**config.mk**
```make
export PLATFORM = sky130hd
export DESIGN_NAME = rom_sequencer
export DESIGN_NICKNAME = d
export VERILOG_FILES = /design/src/rtl/rom_seq_pkg.sv /design/src/rtl/tick_gen.sv /design/src/rtl/rom_sequencer.sv
export SDC_FILE = /design/constraint.sdc
export NUM_CORES = 1
export LEC_CHECK = 0
export ABC_AREA = 1
export BUFFER_PORTS_ARGS = -buffer_cell sky130_fd_sc_hd__buf_2
export CAP_MARGIN = 15
export CORE_MARGIN = 5
export CORE_UTILIZATION = 55
export DETAILED_ROUTE_END_ITERATION = 8
export PLACE_DENSITY = 0.79
export SLEW_MARGIN = 10
export SYNTH_ARGS = -nofsm -noshare
export SYNTH_HDL_FRONTEND = slang
export SYNTH_SLANG_ARGS = --single-unit
```
**constraint.sdc**
```tcl
create_clock -name clk -period 2.1 [get_ports clk]
set_clock_uncertainty 0.15 [all_clocks]
set_input_delay 0.42 -clock clk [delete_from_list [all_inputs] [get_ports clk]]
set_output_delay 0.42 -clock clk [all_outputs]
set_load 0.02 [all_outputs]
```
**src/rtl/rom_seq_pkg.sv**
```systemverilog
// rtl/rom_seq_pkg.sv - shared state encoding and default constants for the ROM sequencer
package rom_seq_pkg;

  typedef enum logic [1:0] {
    WAIT = 2'd0,
    CAP  = 2'd1,
    SHOW = 2'd2,
    HALT = 2'd3
  } state_t;

  localparam int unsigned PRESC_DEF     = 22;
  localparam logic [7:0]  HALT_CODE_DEF = 8'hFF;

endpackage

```
**src/rtl/tick_gen.sv**
```systemverilog
// rtl/tick_gen.sv - free-running 2^N prescaler with clear, one-cycle tick at terminal count
module tick_gen #(
  parameter int unsigned N = 22
) (
  input  logic clk,
  input  logic rst,
  input  logic en,
  input  logic clr,
  output logic tick
);

  logic [N-1:0] count;

  always_ff @(posedge clk or negedge rst) begin
    if (!rst) begin
      count <= '0;
    end else if (clr || !en) begin
      count <= '0;
    end else begin
      count <= count + N'(1);
    end
  end

  // Gated by en so a stale count never fires once counting is disabled.
  assign tick = en && (count == '1);

endmodule

```
**src/rtl/rom_sequencer.sv**
```systemverilog
// rtl/rom_sequencer.sv - ROM address stepper with manual/auto advance, word capture and halt code
module rom_sequencer
  import rom_seq_pkg::*;
#(
  parameter int unsigned    AW        = 4,
  parameter int unsigned    DW        = 8,
  parameter int unsigned    PRESC     = PRESC_DEF,
  parameter logic [DW-1:0]  HALT_CODE = DW'(HALT_CODE_DEF),
  parameter bit             HALT_EN   = 1'b1
) (
  input  logic          clk,
  input  logic          rst,
  input  logic          step,
  input  logic          run,
  input  logic          restart,
  input  logic [DW-1:0] rom_data,
  output logic [AW-1:0] addr,
  output logic [DW-1:0] dout,
  output logic          dout_valid,
  output logic          busy,
  output logic          halted,
  output logic          wrap
);

  state_t        state, state_next;
  logic          step_q;
  logic          step_edge, tick, adv;
  logic [AW-1:0] addr_next;
  logic [DW-1:0] dout_next;
  logic          dout_valid_next, wrap_next;

  assign step_edge = step && !step_q;
  assign adv       = (state == SHOW) && (step_edge || tick);

  tick_gen #(.N(PRESC)) u_tick_gen (
    .clk  (clk),
    .rst  (rst),
    .en   (run && (state == SHOW)),
    .clr  (restart || adv),
    .tick (tick)
  );

  always_ff @(posedge clk or negedge rst) begin
    if (!rst) begin
      state <= WAIT;
    end else begin
      state <= state_next;
    end
  end

  always_comb begin
    state_next      = state;
    addr_next       = addr;
    dout_next       = dout;
    dout_valid_next = dout_valid;
    wrap_next       = 1'b0;
    if (restart) begin
      state_next = WAIT;
      addr_next  = '0;
    end else begin
      case (state)
        WAIT: state_next = CAP;
        CAP: begin
          dout_next       = rom_data;
          dout_valid_next = 1'b1;
          state_next      = (HALT_EN && (rom_data == HALT_CODE)) ? HALT : SHOW;
        end
        SHOW: begin
          if (adv) begin
            addr_next  = addr + AW'(1);
            wrap_next  = &addr;
            state_next = WAIT;
          end
        end
        HALT: ;
        default: state_next = WAIT;
      endcase
    end
  end

  // busy/halted are decoded from the next state so they stay flop outputs.
  always_ff @(posedge clk or negedge rst) begin
    if (!rst) begin
      addr       <= '0;
      dout       <= '0;
      dout_valid <= 1'b0;
      busy       <= 1'b1;
      halted     <= 1'b0;
      wrap       <= 1'b0;
      step_q     <= 1'b0;
    end else begin
      addr       <= addr_next;
      dout       <= dout_next;
      dout_valid <= dout_valid_next;
      busy       <= (state_next == WAIT) || (state_next == CAP);
      halted     <= (state_next == HALT);
      wrap       <= wrap_next;
      step_q     <= step;
    end
  end

endmodule

```
[Word-level counts from Yosys, hierarchy flattened]
Cells that the tools add are included.
Storage, ports and cells
  register bits after elaboration: 41
  latch bits: 0
  bits in writable memories: 0
  ROM bits: 0
  input port bits: 13
  word-level logic and storage cells: 46
  memories kept: 0
Cells by class
  $add $sub $neg: 2
  $mul: 0
  divide/modulo/power cells: 0
  magnitude comparators: 0
  equal/unequal tests: 6
  shift-type cells: 0
  multiplexer cells: 11
  bitwise gates (word level): 1
  reduce and logical (&&, ||, !) cells: 17
Operators with widths (count)
  $add 22x1->22 const B: 1
  $eq 22x22->1 const B: 1
  $mux 22: 1
  $mux 4: 3
  $eq 8x8->1 const B: 1
  $pmux 2 s3: 1
  $add 4x1->4 const B: 1
  $eq 2x1->1 const B: 2
  $eq 2x2->1 const B: 2
  $logic_and 1x1->1: 4
  $logic_not 2->1: 2
  $logic_or 1x1->1: 4
  $mux 1: 4
  $mux 2: 2
  $reduce_and 2->1: 2
  $reduce_and 4->1: 1
  $reduce_bool 2->1: 2
  $logic_not 1->1: 2
  $not 1->1: 1

[Logic depth before layout (Yosys ltp)]
Gate-level depths: netlist of the first run.
  depth in word-level cells: 10
  depth in mapped cells: 11

[Cells and area by module]
A second synthesis of the first run with hierarchy kept.
Second synthesis, totals
  cell total of the unflattened synthesis: 267
  area, all modules: 2083.2 µm²
By module, submodules not included
  tick_gen: instances 1, cells each 167, area an instance 1227.4 µm², seq. area each 550.5 µm²
  rom_sequencer: instances 1, cells each 100, area an instance 855.8 µm², seq. area each 476.7 µm²

[Least setup slack after synthesis of the first run]
Ideal clock, no wire load.
  path kind: flip-flop to flip-flop
  from: register u_tick_gen.count[0]
  to: register u_tick_gen.count[11]
  setup time: 0.120 ns
  arrival time: 1.490 ns
  data required time: 1.830 ns
  setup slack: 0.340 ns
  cell stages (with the launch flop): 12
  buffers on the path: 1
  period minus slack after synthesis: 1.760 ns
  cells stage by stage: dfrtp_1 ha_1 nand2_1 nor2_2 nand2_2 nor2_4 nand2_2 nand2_4 nand2_4 nand3_4 buf_6 nor2_1
Between the ends
  cells in the longest elaborated chain, start to end: 7
  elaborated cells between the ends (all ways): 8
  classes of those cells: add/sub (1); eq/ne (1); mux (1); reduce/logical (5)
Ends and longest elaborated chain
  start, declared: RTL line tick_gen.sv:12  | logic [N-1:0] count;
  start signal, assigned: RTL line tick_gen.sv:20  | count <= count + N'(1);
  parallel branches: the longest is 6 deep, another holds $add 22x1->22
  $mux 22 (*): RTL line tick_gen.sv:17  | end else if (clr || !en) begin
Every way passes the cells marked *.
A chain may end at the register's enable or synchronous reset.

[Final worst setup path of the first run]
  from: register u_tick_gen.count[0]
  to: register u_tick_gen.count[9]
The elaborated chain is that of the path after synthesis.

==> results of run 1 <==
==> logic make-up (layout without fill, tap and decap cells) <==
family,count (synthesis),in the layout,synth area share
AO/OA/AOI/OAI,4,4,0.0122
XOR/XNOR,16,16,0.0684
adder cells (fa/ha/maj),2,2,0.0122
buffers and inverters,25,61,0.0574
flip-flops,41,41,0.501
multiplexers,8,8,0.0440
AND/OR/NAND/NOR,129,130,0.305
==> registers in the layout, summed over array words and instances (netlist names) <==
| name | count |
|---|---|
| addr | 4 |
| busy | 1 |
| dout | 8 |
| dout_valid | 1 |
| halted | 1 |
| state | 2 |
| step_q | 1 |
| u_tick_gen.count | 22 |
| wrap | 1 |
==> cells in the final DEF, fill, tap and decap left out, drive strengths merged <==
cell type  count
nand2         53
nor2          43
dfrtp         40
buf           30
inv           22
nand3         20
xor2          11
nand4          9
mux2           8
clkbuf         6
xnor2          5
nor3           3
a211oi         2
ha             2
clkinv         2
and3           1
o21ai          1
or2            1
a21oi          1
dfstp          1
bufinv         1
==> stage by stage <==
step	cells	util	power (mW)	worst slack (ns)	hold WS, ns
floorplan	225	-	1.05	0.340	-0.0256
CTS	309	0.645	1.78	0.101	0.0411
detailed placement	301	0.615	1.16	0.109	0.301
finish	310	0.650	1.77	0.184	0.0312
global route	310	0.650	1.85	0.0884	0.0740
global placement	301	0.615	1.15	0.211	0.293
==> per-layer routing <==
layer  vias to the layer above  share of wire  track usage
met3                         7          0.060       0.0611
li1                        784              -            -
met2                        38           0.47        0.263
met1                       724           0.45        0.201
met5                         -              0            0
met4                         0          0.020       0.0689
==> worst register-to-register path: cells and delay by family (launching register included) <==
family,cells,cell delay [ns]
fa+ha+maj,1,0.24
flops,1,0.43
simple gates,9,0.99
==> path summary, 6_finish.rpt <==
path | start | end | slack (ns)
setup / recovery | u_tick_gen.count[0] | u_tick_gen.count[9] | 0.18
hold / removal | rst | u_tick_gen.count[9] | 0.03
setup reg to reg | u_tick_gen.count[0] | u_tick_gen.count[9] | 0.18
hold reg to reg | dout_valid | dout_valid | 0.32
max in group asynchronous | rst | busy | 1.41
min in group clk | step | step_q | 0.09
==> final cells by class <==
class | instances | area, um^2
fill | 311 | 1270
sequential | 41 | 1030
multi-input combinational | 160 | 922
timing repair buffer | 30 | 155
inverter | 23 | 86.3
clock buffer | 6 | 72.6
tap | 48 | 60.1
clock inverter | 2 | 38.8
==> repair_timing <==
action / in CTS / in global routing
setup endpoints to repair: 0 / 5
endpoints found under the hold margin: 0 / 0
setup buffers: 0 / 0
gates resized for setup: 0 / 1
==> power breakdown <==
group | leakage, nW | internal (mW) | switching, mW
combinational | 0.486 | 0.0988 | 0.162
sequential | 0.542 | 0.851 | 0.0313
clock | 0.0554 | 0.357 | 0.266
==> Yosys cell counts <==
cell | count | area share
nor2_1 | 27 | 0.049
nand2_2 | 3 | 0.0092
dfstp_2 | 1 | 0.013
and3_1 | 1 | 0.0031
o21ai_0 | 1 | 0.0024
nor2_4 | 2 | 0.011
dfrtp_1 | 40 | 0.49
nand3_1 | 18 | 0.044
ha_1 | 2 | 0.012
nand2_4 | 2 | 0.011
nand4_1 | 9 | 0.027
mux2_2 | 8 | 0.044
buf_6 | 1 | 0.0055
nand2_1 | 48 | 0.088
inv_1 | 22 | 0.040
nor2_2 | 14 | 0.043
nor3_1 | 3 | 0.0073
clkinv_1 | 1 | 0.0018
or2_2 | 1 | 0.0031
buf_12 | 1 | 0.0098
a211oi_1 | 2 | 0.0073
xnor2_1 | 5 | 0.021
xor2_1 | 11 | 0.047
nand3_4 | 1 | 0.0085
a21oi_1 | 1 | 0.0024
==> metrics, run 1 <==
status complete, no violations; hold bufs inserted after CTS 0; crit-path max FO 11; mapped cell area about 2000 um^2; cell count after synthesis 225; Min-Delay Path Class in2async; GRT Util Overall 0.165; CP max-delay cell dfrtp_1; Max Clock Freq approximately 520 MHz; Final Cycle Share 0.912; root buffer cell clkbuf_8; Wirelength per Cell roughly 13 um; Vias/cell between 5 and 6; largest net degree at the start of global routing 42; gp weighted congestion just over 0.9; CTS tree built; CTS Buf Count 5; die width 71.0 um; full die area roughly 5000 um^2; CTS Buffer Depth 2; area delta synth->final 15.3%; PD cells between 700 and 800 nW/um^2; Slew @ Worst Pin ~0.5 ns; total negative slack 0 ns; CP arrival 1.94 ns; Avg Cell Area, Syn 9.11 um^2; DPL Wire Length about 2.8 mm; Finish-stage setup viols 0; initial drt markers 73; design area around 2400 um^2; Placement Cell Area between 2000 and 2500 um^2; Vias roughly 1,600; final number of hold-violating endpoints 0; number of global-route vias before repair approximately 1,600; drt first pass iters 4; critical setup path kind reg2reg; Period minus WS final roughly 1.9 ns; site row count 22; Initial Utilization 0.564; WP depth 10; RSZ-0062 raised after global routing false; Buf/Inv on CP 0; sequential share of the synthesized area 0.501; Peak VDD IR 0.604 mV; initial antenna violation count 0; Yosys Warn Count 0; Die H approximately 71 um; CP peak stage delay 0.43 ns; Critical Path End Type flip-flop; library cells used by synthesis 25; CTS H-tree depth 2; Synth Register Bits between 40 and 50; Syn Nets 240; Data required, critical path approximately 2.1 ns; total grt overflow 0; detailed-route DRC error count 0; Clk Latency, worst-skew pair 0.29 ns; Top delay family on crit path simple AND/OR/NAND/NOR gates; first-pass GRT wire length around 6.6 mm; fraction of layout cells with a size suffix above 1 0.267; number of I/O pins 29; Leak about 1.1 nW; Worst-path clk slew approximately 0.080 ns; Antenna Diode Count 0; clock sinks 41; max-cap violations 0; Startpoint Class flip-flop; core box area approximately 3600 um^2; number of nets in the layout between 200 and 300; Worst Reg2Reg Path Length in Cells 10; drt total wl slightly below 4 mm; antenna viol nets, final 0; Slew HR 0.660; Port Buffers 28; CP cell instances ha_1 > nand2_1 > nor2_2 > nand2_2 > nor2_4 > nand2_2 > nand2_4 > nand2_4 > nand3_4 > nor2_2; Max Slew Vio Count 0
No activity file was read; power rests on OpenSTA's default activity.
==> run 2: changes to the inputs <==
--- a/config.mk
+++ b/config.mk
@@ -15,4 +15,5 @@
 export SLEW_MARGIN = 10
 export SYNTH_ARGS = -nofsm -noshare
 export SYNTH_HDL_FRONTEND = slang
+export SYNTH_HIERARCHICAL = 1
 export SYNTH_SLANG_ARGS = --single-unit
==> run 2 against run 1 <==
  * Critical path depth is 5 higher
  * Count of clock-buffer cells in the layout decreased by 1
  * Core utilization rose by 4.0 points
  * Area after synthesis grew 1.6%
  * Cell count rose by 17%
  * Die area is 1.4% higher
  * First-iteration DRC count rose by 64%
  * Synthesized cell count up 19%
==> metrics, run 2 <==
status complete, no violations; detailed-route DRC error count 0 (unchanged); CP max-delay cell dfrtp_1; site row count 22 (unchanged); RR Startpoint u_tick_gen/count[1]; Async SR Flop Fraction 1.00 (unchanged); Vias/cell 5.01 (about the same); most common cell after layout, fill and taps aside nand2_1; Final Cycle Share 0.946 (+0.0336); Worst-path clk slew 0.07 ns (about the same); Top delay family on crit path simple AND/OR/NAND/NOR gates; PD cells 748 nW/um^2 (about the same); area share of the largest cell type after synthesis 0.480 (-0.00792); synth top area cells dfrtp_1 (48%), nand2_1 (14%), nor2_1 (8.5%), nand3_1 (6.5%), inv_1 (4.9%); number of global-route vias before repair 1,763 (+13%); Largest regs u_tick_gen/count: 22 flops, dout: 8 flops, addr: 4 flops; WHS Endpoint step_q; number of nets in the layout 328 (+19%); crit-path max FO 10 (-1); Clk Latency, worst-skew pair 0.30 ns (about the same); Antenna Diode Count 0 (unchanged); Finish-stage setup viols 0 (unchanged); R2R Setup Slk 0.11 ns (-0.07 ns); final number of hold-violating endpoints 0 (unchanged); CTS Buffer Depth 2 (unchanged); Data required, critical path 2.17 ns (+0.05 ns); Commonest cells post-synth nand2_1 (75), nor2_1 (47), dfrtp_1 (40), inv_1 (27), nand3_1 (27); Buf/Inv on CP 2 (+2); root buffer cell clkbuf_8; CTS H-tree depth 2 (unchanged); reg-to-reg endpoint u_tick_gen/count[11]; CTS tree built; Min-Delay Path Class in2reg; gp weighted congestion 0.858 (-7.9%); Port Buffers 28 (unchanged); Slew @ Worst Pin 0.265 ns (-0.245 ns); clock sinks 41 (unchanged); full die area 5120 um^2 (+1.4%); Multi-input gate area 935 um^2 (+1.4%); DPL Wire Length 3.10 mm (+11%); Period minus WS final 1.99 ns (+0.0705 ns); Max Clock Freq 503 MHz (-3.6%); first-pass GRT wire length 7.65 mm (+15%); GRT Util Overall 0.185 (+0.0203); Syn Nets 282 (+18%); Yosys Warn Count 6 (+6); Vias 1,812 (+17%); Worst Reg2Reg Path Length in Cells 15 (+5); CP peak stage delay 0.40 ns (-0.03 ns); drt first pass iters 4 (unchanged); Startpoint Class flip-flop; CTS Buf Count 5 (unchanged); Max Slew Vio Count 0 (unchanged); total power 1.89 mW (+7.0%); cell count after synthesis 267 (+19%); Synth area leader dfrtp_1; worst hold start step; drt total wl 4.32 mm (+10%); initial antenna violation count 0 (unchanged); Initial Utilization 0.569 (+0.00499); initial drt markers 120 (+64%); core box area 3660 um^2 (+0.76%); Critical Path End Type flip-flop; Hold WS 0.106 ns (+0.0746 ns); max-cap violations 0 (unchanged); library cells used by synthesis 25 (unchanged); Synth Register Bits 41 (unchanged); cell with the most instances after synthesis nand2_1; die width 71.5 um (+0.70%); Die H 71.5 um (+0.70%); hold depth 1; mapped cell area 2080 um^2 (+1.6%); max reg flops 22 (unchanged); top_reg_cell synth dfrtp_1; area delta synth->final 21.3%; RSZ-0062 raised after global routing true; fraction of layout cells with a size suffix above 1 0.239 (-0.0283); antenna viol nets, final 0 (unchanged); EDFF count, synth 0 (unchanged); register area 1030 um^2 (unchanged); design area 2530 um^2 (+6.9%); number of I/O pins 29 (unchanged); Leak 1.26 nW (+17%); Slew HR 0.823 (+0.163); total grt overflow 0 (unchanged); CP cell instances ha_2 > nand2_2 > nor2_4 > nand2_4 > nor2_4 > nand2_2 > nor3_2 > inv_1 > nand2_2 > nand2_4 > nand2_4 > nor2_4 > buf_6 > o21ai_0 > a21oi_1; Biggest register u_tick_gen/count; sequential share of the synthesized area 0.493 (-0.00813); fill cell count 317 (+1.9%); CP arrival 2.05 ns (+0.11 ns); Avg Cell Area, Syn 7.80 um^2 (-14%); most frequent cells in the layout nand2_1 (74), nor2_1 (46), dfrtp_1 (40); Wirelength per Cell 11.9 um (-5.4%); critical setup path kind reg2reg; largest net degree at the start of global routing 42 (unchanged); Peak VDD IR 0.590 mV (-2.3%); Placement Cell Area 2350 um^2 (+5.2%)
[run 2: cell types whose count changed after synthesis, sizes merged, moves of 3 or more]
cell	delta
nand4	-7
nand2	+32
mux2	-8
and2	+3
o21ai	+6
inv	+7
xor2	-8
nor2	+12
a21oi	+4
xnor2	-4
nand3	+8
[run 2: metrics by stage]
stage	setup slack, ns	utilization	setup TNS, ns	instances
2_1_floorplan	0.0478	-	0	267
3_3_place_gp	0.0798	0.641	0	351
3_5_place_dp	0.0189	0.641	0	351
4_1_cts	0.00395	0.681	0	360
5_1_grt	-0.0356	0.690	-0.0719	362
6_report	0.113	0.690	0	362
[run 2: worst reg2reg max path: stages, from the launching register on]
cell     delay [ns]
dfrtp_1        0.40
ha_2           0.20
nand2_2        0.09
nor2_4         0.05
nand2_4        0.08
nor2_4         0.04
nand2_2        0.07
nor3_2         0.04
inv_1          0.08
nand2_2        0.07
nand2_4        0.07
nand2_4        0.05
nor2_4         0.16
buf_6          0.17
o21ai_0        0.08
a21oi_1        0.12
[run 2: timing repair]
item	CTS	global route
gates resized for setup	0	8
setup buffers	0	2
hold buffers	1	0
endpoints found under the hold margin	40	0
setup endpoints to repair	0	21
[run 2: kinds of logic (layout without fill, tap and decap cells)]
| kind of cell | count (synthesis) | in the layout | synth area share |
|---|---|---|---|
| AND/OR/NAND/NOR | 174 | 174 | 0.375 |
| flip-flops | 41 | 41 | 0.493 |
| buffers and inverters | 32 | 79 | 0.0667 |
| AO/OA/AOI/OAI | 14 | 14 | 0.0360 |
| XOR/XNOR | 4 | 4 | 0.0168 |
| adder cells (fa/ha/maj) | 2 | 2 | 0.0120 |
[run 2: how the worst max path moves through the flow]
stage / start / to / slack, ns / cells past startpoint
floorplan: u_tick_gen/count[0] / u_tick_gen/count[10] / 0.05 / 15
global placement: u_tick_gen/count[1] / u_tick_gen/count[7] / 0.08 / 15
detailed placement: u_tick_gen/count[0] / u_tick_gen/count[11] / 0.02 / 15
CTS: u_tick_gen/count[0] / u_tick_gen/count[11] / 0.004 / 15
global route: u_tick_gen/count[1] / u_tick_gen/count[11] / -0.04 / 15
finish: u_tick_gen/count[1] / u_tick_gen/count[11] / 0.11 / 15
[run 2: final cells by class]
type	count	share of cell area
sequential	41	0.407
clock buffer	5	0.0272
timing repair buffer	41	0.102
tap	48	0.0238
multi-input combinational	194	0.370
clock inverter	3	0.0258
inverter	30	0.0451
[run 2: per-layer routing]
metal	track usage	vias to the layer above	wire (um)
met1	0.239	815	1970
met4	0.0605	0	87
met2	0.301	63	2030
li1	-	923	-
met3	0.0505	11	232
met5	0	-	0
[run 2: report_power, final]
part	internal, mW	switching (mW)	total (mW)	leakage (nW)
Sequential	0.847	0.0323	0.880	0.546
Combinational	0.0885	0.176	0.265	0.650
Clock	0.472	0.272	0.744	0.0681
Total	1.41	0.481	1.89	1.26
